===== src/rtl/mul_unit_seq.sv =====
// Sequential shift-add RV32M multiplier (MUL/MULH/MULHSU/MULHU).
// One add-and-shift per cycle on operand magnitudes; the sign is applied once at the end.
module mul_unit_seq #(
  parameter int WIDTH = 32
) (
  input  logic             clk,
  input  logic             rst,
  input  logic             Start,
  input  logic [2:0]       Funct3,
  input  logic [WIDTH-1:0] SrcA,
  input  logic [WIDTH-1:0] SrcB,
  output logic [WIDTH-1:0] Result,
  output logic             Busy,
  output logic             Done,
  output logic [1:0]       State_o
);

  localparam int CW = (WIDTH > 1) ? $clog2(WIDTH) : 1;

  typedef enum logic [1:0] {
    IDLE = 2'd0,
    CALC = 2'd1,
    SIGN = 2'd2,
    DONE = 2'd3
  } state_t;

  state_t             state, state_nxt;
  logic [2:0]         f3;
  logic [WIDTH-1:0]   mcand, mplr;
  logic [2*WIDTH-1:0] prod;
  logic               neg;
  logic [CW-1:0]      cnt;
  logic [WIDTH-1:0]   result_q;

  logic               neg_a, neg_b;
  logic [WIDTH-1:0]   abs_a, abs_b;
  logic [WIDTH:0]     sum;
  logic [2*WIDTH-1:0] prod_signed;
  logic [WIDTH-1:0]   word_sel;

  // Operand preparation from the live inputs; only consumed on the start edge.
  // MUL is treated as signed because its low word does not depend on signedness.
  always_comb begin
    neg_a = SrcA[WIDTH-1] && (Funct3 == 3'b000 || Funct3 == 3'b001 || Funct3 == 3'b010);
    neg_b = SrcB[WIDTH-1] && (Funct3 == 3'b000 || Funct3 == 3'b001);
    abs_a = neg_a ? -SrcA : SrcA;
    abs_b = neg_b ? -SrcB : SrcB;
  end

  assign sum         = {1'b0, prod[2*WIDTH-1:WIDTH]} + (mplr[0] ? {1'b0, mcand} : '0);
  assign prod_signed = neg ? -prod : prod;

  // NOTE: every always_comb output gets a default first so no path leaves it unassigned (no latch).
  always_comb begin
    word_sel = '0;
    case (f3)
      3'b000:                 word_sel = prod_signed[WIDTH-1:0];
      3'b001, 3'b010, 3'b011: word_sel = prod_signed[2*WIDTH-1:WIDTH];
      default:                word_sel = '0;
    endcase
  end

  always_comb begin
    state_nxt = state;
    case (state)
      IDLE: if (Start) state_nxt = CALC;
      CALC: if (cnt == CW'(WIDTH - 1)) state_nxt = SIGN;
      SIGN: state_nxt = DONE;
      DONE: state_nxt = IDLE;
      default: state_nxt = IDLE;
    endcase
  end

  // NOTE: sequential state uses non-blocking assignments so all registers update from pre-edge values.
  always_ff @(posedge clk or negedge rst) begin
    if (!rst) begin
      state    <= IDLE;
      f3       <= '0;
      mcand    <= '0;
      mplr     <= '0;
      prod     <= '0;
      neg      <= 1'b0;
      cnt      <= '0;
      result_q <= '0;
    end else begin
      state <= state_nxt;
      case (state)
        IDLE: if (Start) begin
          f3    <= Funct3;
          mcand <= abs_a;
          mplr  <= abs_b;
          neg   <= neg_a ^ neg_b;
          prod  <= '0;
          cnt   <= '0;
        end
        CALC: begin
          // Shift {carry, product} right, bringing the adder carry into the top bit.
          prod <= {sum, prod[WIDTH-1:1]};
          mplr <= mplr >> 1;
          cnt  <= cnt + CW'(1);
        end
        SIGN: result_q <= word_sel;
        default: ;
      endcase
    end
  end

  assign Result  = result_q;
  assign Busy    = (state == CALC) || (state == SIGN);
  assign Done    = (state == DONE);
  assign State_o = state;

endmodule


===== config.mk =====
export PLATFORM = sky130hd
export DESIGN_NAME = mul_unit_seq
export DESIGN_NICKNAME = d
export VERILOG_FILES = /design/src/rtl/mul_unit_seq.sv
export SDC_FILE = /design/constraint.sdc
export NUM_CORES = 1
export LEC_CHECK = 0
export ABC_AREA = 0
export CAP_MARGIN = 20
export CELL_PAD_IN_SITES_DETAIL_PLACEMENT = 1
export CELL_PAD_IN_SITES_GLOBAL_PLACEMENT = 2
export CORE_ASPECT_RATIO = 1.75
export CORE_MARGIN = 1
export CORE_UTILIZATION = 35
export DETAILED_ROUTE_END_ITERATION = 7
export GPL_TIMING_DRIVEN = 1
export PLACE_DENSITY = 0.81
export SLEW_MARGIN = 10
export SYNTH_ARGS = -nofsm -noshare
export SYNTH_HDL_FRONTEND = slang
export SYNTH_SLANG_ARGS = --single-unit
export TNS_END_PERCENT = 10

===== constraint.sdc =====
create_clock -name clk -period 4.4 [get_ports clk]
set_clock_uncertainty 0.15 [all_clocks]
set_input_delay 0.88 -clock clk [delete_from_list [all_inputs] [get_ports clk]]
set_output_delay 0.88 -clock clk [all_outputs]
set_load 0.05 [all_outputs]

* Yosys cells after proc, flatten, opt, wreduce, memory -nomap -nowiden
Cells that the tools add are included.
** Cells by class
- Reduce and logical (&&, ||, !) cells :: 13
- $add $sub $neg :: 5
- Bitwise operators :: 1
- Equality and inequality tests :: 11
- Multiplexer cells :: 14
** Operators by type and width (number)
- two-way mux 32 bit :: 4
- two-way mux 64 bit :: 2
- one-hot mux 32 bit (2 select lines) :: 2
- one-hot mux 64 bit (2 select lines) :: 1
- negator 32 bit :: 2
- negator 64 bit :: 1
- adder 32 x 32 -> 33 bit :: 1
- one-hot mux 5 bit (2 select lines) :: 1
- == test 3 x 2 -> 1 bit, second input constant :: 3
- one-hot mux 2 bit (4 select lines) :: 1
- == test 3 x 1 -> 1 bit, second input constant :: 2
- logical NOT 3 bit :: 2
- AND reduction 2 bit :: 3
- adder 5 x 1 -> 5 bit, second input constant :: 1
- == test 5 bit, second input constant :: 1
- two-way mux 5 bit :: 1
- == test 2 bit, second input constant :: 2
- two-way mux 2 bit :: 2
- inequality test 2 bit, second input constant :: 2
- logical OR 1 bit :: 3
- OR reduction 3 bit :: 1
- == test 2 x 1 -> 1 bit, second input constant :: 1
- logical AND 1 bit :: 2
- logical NOT 2 bit :: 1
- 2 further kinds :: 2
** Word-level totals
- Output and inout bits :: 36
- Bits of input ports :: 70
- Logic and storage cells :: 52
- Bits in registers :: 171

* Depth between registers and ports, before layout
Gate-level depths: netlist of the first run.
- Depth after elaboration :: 6
- Depth in mapped cells :: 12
- Mapped depth without buffers :: 11

* Worst setup path before layout of the first run
OpenSTA, ideal clock, no wires.
- Path type :: input port to flip-flop
- From :: input SrcB[8]
- To :: register mplr[27]
- Buffers on the path :: 1
- Data required time :: 4.179 ns
- Arrival time :: 3.123 ns
- Path slack :: 1.056 ns
- Library setup time :: 0.071 ns
- Cell stages on the path :: 8
- Cells stage by stage :: or4_1 -> or3_1 -> or4_1 -> buf_2 -> nor2_4 -> a21oi_1 -> or4b_1 -> nand4_1
** Between the ends
- Longest elaborated chain between the ends :: 4
** RTL lines
- start, declared :: line 11 : input logic [WIDTH-1:0] SrcB,
- negator 32 bit :: line 47 : abs_b = neg_b ? -SrcB : SrcB;
- two-way mux 32 bit :: line 47
- two-way mux 32 bit :: line 88 : IDLE: if (Start) begin
- one-hot mux 32 bit (2 select lines) :: line 87 : case (state)
- end signal, assigned :: line 91 : mplr <= abs_b;
- end signal, assigned :: line 99 : mplr <= mplr >> 1;
- end, declared :: line 29 : logic [WIDTH-1:0] mcand, mplr;
No other way between the ends. The select of a mux whose other input is x is not followed.
A chain may end at the register's enable or synchronous reset.

* Worst setup path in the final report of the first run
Same ends and word-level chain as after synthesis.

==> results.toml, run 1 <==
[routing]
vias = 10634
via_per_inst = 5.79
drtIter0Drc = 439
drt-total-wl_mm = 37.9
drt-pass1-iter-count = 5
ant_nets = 0
wl_per_cell_um = 20.6
post-route-drc-count = 0

[final_layout]
drive_gt1_frac = 0.0684
syn2layout_area_growth_pct = 17.4
layout.nets = 1531
antennaDiodeCount = 0
n_fill_cell = 3893
final_area_um2 = 13700

[power]
power_uw = 9220
leakage_uw = 0.00571
irDropWorstVdd_mv = 0.341
p_per_area_nw_per_um2 = 672

[critical_path]
cpPeakStageDelay_ps = 650
crit_start = "SrcB[8]"
reg2reg_to = "Result[25]"
crit_arrival_ps = 3800
cp-end-kind = "flop"
cpMaxStageDelayCell = "or4_1"
cp_common_cell = "or4_1"
critical_path_class = "input pin to flop"
cp-endpoint = "mplr[27]"
crit_required_ps = 4650
cp_max_fo = 6
r2r_start = "prod[11]"
start_kind = "input pin"
crit_chain = "clkdlybuf4s50_1 > or4_1 > or3_1 > or4_1 > nor2_4 > a21oi_1 > or4b_1 > nand4_1"
r2r_slack_ps = 890
reg2regPathDepth = 7

[floorplanning]
ios = 106
die_h_um = 244
core_area_um2 = 32900
die_w_um = 140
initial_core_util = 0.355
fp.dieArea_um2 = 34200
num_rows = 88

[timing]
max_freq_mhz = 282
fin_crit_sh = 0.807
whs_ps = 323
setup_viol = 0
rsz0062_at_grt = "no"
relSlewSlack = 0.324
fin_setup_tns_ps = 0
maxSlewViolCount = 0
worst_pin_slew_ps = 1010
period_needed_ps = 3550
hold_viol_final = 0

[run_status]
status = "complete, no violations"

[cts]
cts_tree = "yes"
htree_levels = 4
cts_hold_buf = 0
clk_latency_ps = 460
clkTransAtPathRegs_ps = 70
clkSinkCount = 171
numCtsBuffers = 17
clock_path_buffers = 2
cts_setup_buffers = 0
clock-root-buffer = "clkbuf_16"
cts_resized = 0

[placed_design]
port_buffers = 105
hpwlAfterDp_mm = 29.4
place_area_um2 = 13100
place.gp.congestion = 0.878

[grt]
antenna_found_initial = 0
gr-total-overflow = 0
grt_max_degree = 89
grt_pass1_vias = 11265
grt_util_all_layers = 0.233
grt_pass1_wl_mm = 61.7

[yosys]
ys_warn_count = 0
synth_fp_nets = 1468
synth_top_flop_cell = "dfrtp_1"
synth_cells = 1356
synthArstFlopShare = 1.00
yosysMostFrequentCell = "dfrtp_1"
synth_top_area_frac = 0.366
yosys.area.top_type = "dfrtp_1"
ys_types = 78
seq_area_frac_synth = 0.366
ys_top_cells_by_area = "dfrtp_1 37%, xor2_1 5.9%, o21ai_0 5.7%"
netlist_area_um2 = 11700
syn_avg_cell_area_um2 = 8.62
ys_ff_latch = 171
synthTopCellsByCount = "171 x dfrtp_1, 167 x nand2_1, 134 x o21ai_0, 87 x nor2_1, 79 x xor2_1"
synth_edf_count = 0

[min_path]
hold_path.class = "flop to flop"

[run]
drv_cap = 0
[how the worst min path moves through the flow]
stage / cells after the start / start / slack (ps) / to
detailed placement: 2 / mcand[26] / 310 / mcand[26]
finish: 2 / mcand[26] / 320 / mcand[26]
global route: 2 / mcand[20] / 360 / mcand[20]
CTS: 2 / mcand[26] / 330 / mcand[26]
floorplan: 2 / mcand[31] / 290 / mcand[31]
global placement: 2 / mcand[29] / 310 / mcand[29]
[through the flow]
stage,utilization,cells,worst slack [ps]
floorplan,-,1356,1060
global placement,0.399,1804,420
detailed placement,0.399,1804,374
CTS,0.417,1836,862
global route,0.417,1837,730
finish,0.417,1837,851
[logic make-up after synthesis]
kind of cell / Yosys count / share of synthesized area
adder cells (fa/ha/maj): 42 / 0.0456
flip-flops: 171 / 0.366
multiplexers: 24 / 0.0212
buffers and inverters: 112 / 0.0374
AND/OR/NAND/NOR: 468 / 0.201
XOR/XNOR: 127 / 0.0952
AO/OA/AOI/OAI: 412 / 0.234
[layout make-up]
class,count,area [um2],area share
multi-input combinational,1073,6990,0.510
clock buffer,18,439,0.0320
sequential,171,4280,0.312
tap,405,507,0.0369
timing repair buffer,130,1260,0.0920
clock inverter,14,138,0.0100
inverter,26,97.6,0.00711
[routing by layer]
metal	share of wire	vias up	global-route usage
li1	-	5088	-
met1	0.39	5297	0.246
met2	0.55	186	0.446
met3	0.024	63	0.0313
met4	0.038	0	0.112
met5	0	-	0
[critical path, delay by kind of cell]
kind | cells | cell delay (ps)
AO/OA/AOI/OAI | 1 | 100
buffers and inverters | 1 | 450
AND/OR/NAND/NOR | 6 | 2360
[sequential cells by signal, indices dropped and copies added, names as in the netlist]
register  count
f3            3
mcand        32
mplr         32
neg           1
cnt           5
Result       32
prod         64
State_o       2
[layout by cell type (no fill, tap or decap), drive strengths merged, types with 18 or more instances in the layout]
master and instances:
a21oi 71, a22o 40, and2 36, buf 26, clkbuf 18, clkdlybuf4s50 104
dfrtp 171, ha 41, inv 30, mux2i 18, nand2 167, nand3 32
nand4 20, nor2 89, nor3 27, nor4 19, o21ai 135, o31ai 29
o41ai 22, or3 23, xnor2 48, xor2 79
[power by group]
part | leakage (uW) | switching [uW] | internal [uW]
clock network | 0.000277 | 706 | 805
logic | 0.00320 | 3290 | 1720
registers | 0.00223 | 573 | 2130
Power figures use the tool's default switching activity.
==> inputs of run 2 (changes only) <==
==> constraint.sdc (replaced) <==
create_clock -name clk -period 3.5 [get_ports clk]
set_clock_uncertainty 0.15 [all_clocks]
set_input_delay 0.7 -clock clk [delete_from_list [all_inputs] [get_ports clk]]
set_output_delay 0.7 -clock clk [all_outputs]
set_load 0.05 [all_outputs]
==> results.toml, run 2 (same netlist as run 1, synthesis figures left out) <==
[run_status]
status = "complete, no violations"

[power]
switching_share = 0.490
pwr-share-comb = 0.557
p_seq_frac = 0.280
p_per_area_nw_per_um2 = 848
irDropWorstVdd_mv = 0.410
switching_power_uw = 5840
p_clk_frac = 0.163
leakage_uw = 0.00592
p_int_uw = 6080

[placed_design]
port_buffers = 105
place.gp.congestion = 0.887
place_area_um2 = 13500
hpwlAfterDp_mm = 30.6
pre_cts_ws_ps = -176

[final_layout]
layout.nets = 1571
regArea_um2 = 4280
final_common_cell = "dfrtp_1"
antennaDiodeCount = 0
final_cell_mix = "170 x dfrtp_1, 166 x nand2_1, 134 x o21ai_0"
multiInputGateArea_um2 = 6990
n_fill_cell = 3843
post-route-util = 0.427
syn2layout_area_growth_pct = 20.3
top_register = "prod"
drive_gt1_frac = 0.0938
largest_reg_flops = 64
final_area_um2 = 14100

[cts]
clock_path_buffers = 2
cts_setup_buffers = 0
numCtsBuffers = 17
clk_latency_ps = 460
cts_tree = "yes"
htree_levels = 4
clkSinkCount = 171
cts_resized = 0
clkTransAtPathRegs_ps = 70
cts_hold_buf = 0
clock-root-buffer = "clkbuf_16"

[critical_path]
cp-end-kind = "flop"
crit_arrival_ps = 3450
crit_start = "prod[19]"
critical_path_class = "flop to flop"
cpPeakStageDelay_ps = 670
r2r_start = "prod[19]"
cpMaxStageDelayCell = "or4_1"
reg2reg_to = "Result[20]"
r2r_slack_ps = 240
crit_chain = "or4_1 > nor4_4 > nand4_1 > o41ai_1 > xor2_1 > nor2_1 > a221o_1"
start_kind = "flop"
cp-endpoint = "Result[20]"
crit_required_ps = 3690
cp_max_fo = 6
reg2regPathDepth = 7

[timing]
hold_viol_final = 0
relSlewSlack = 0.495
setup_slack_ps = 238
rsz0062_at_grt = "no"
worst_pin_slew_ps = 757
max_freq_mhz = 307
period_needed_ps = 3260
whs_ps = 120
maxSlewViolCount = 0
fin_crit_sh = 0.932
setup_viol = 0

[routing]
drtIter0Drc = 496
wl_per_cell_um = 20.9
drt-pass1-iter-count = 5
via_per_inst = 5.79
post-route-drc-count = 0
drt-total-wl_mm = 39.2
ant_nets = 0
vias = 10859

[run]
drv_cap = 0

[grt]
antenna_found_initial = 0
grt_pass1_vias = 11606
grt_pass1_wl_mm = 63.5
grt_max_degree = 73
grt_util_all_layers = 0.239
gr-total-overflow = 0

[floorplanning]
num_rows = 88
die_w_um = 140
die_h_um = 244
initial_core_util = 0.355
fp.dieArea_um2 = 34200
ios = 106
core_area_um2 = 32900

[min_path]
hold_path.class = "input pin to async pin"
## run 2: cell type report
type,instances,area share
multi-input cells,1073,0.497
flip-flops and latches,171,0.304
repair buffers,170,0.114
well taps,405,0.0360
clock buffers,19,0.0322
clock inverters,13,0.00908
inverters,26,0.00694
## run 2: per-stage QoR
stage | TNS [ps] | std cells | total power (uW)
6_report | 0 | 1877 | 11900
3_3_place_gp | -326 | 1845 | 9840
3_5_place_dp | -800 | 1845 | 10000
2_1_floorplan | 0 | 1356 | 7510
5_1_grt | 0 | 1877 | 12700
4_1_cts | 0 | 1877 | 12000
## run 2: worst min-delay path by stage
stage	endpoint	start	slack, ps
floorplan	Result[0]	rst	250
global placement	mcand[4]	mcand[4]	300
detailed placement	mplr[21]	mplr[21]	310
CTS	prod[5]	rst	140
global route	prod[32]	rst	180
finish	prod[5]	rst	120
## run 2: worst max-delay path: cells and delay by family (launching register included)
family / cells / cell delay [ps]
flip-flops: 1 / 440
XOR/XNOR: 1 / 210
AO/OA/AOI/OAI: 2 / 800
AND/OR/NAND/NOR: 4 / 1520
## run 2: routing by layer
| metal | up-vias | GRT usage | part of all wire |
|---|---|---|---|
| li1 | 5164 | - | - |
| met1 | 5411 | 0.248 | 0.38 |
| met2 | 198 | 0.461 | 0.55 |
| met3 | 86 | 0.0328 | 0.021 |
| met4 | 0 | 0.121 | 0.045 |
| met5 | - | 0 | 0 |
## run 2: power groups by stage
stage | Sequential, uW | Clock, uW | Combinational, uW
2_1_floorplan | 3580 | 0 | 3930
3_3_place_gp | 3340 | 0 | 6500
3_5_place_dp | 3370 | 0 | 6650
4_1_cts | 3340 | 1990 | 6670
5_1_grt | 3430 | 2060 | 7240
6_report | 3340 | 1940 | 6640
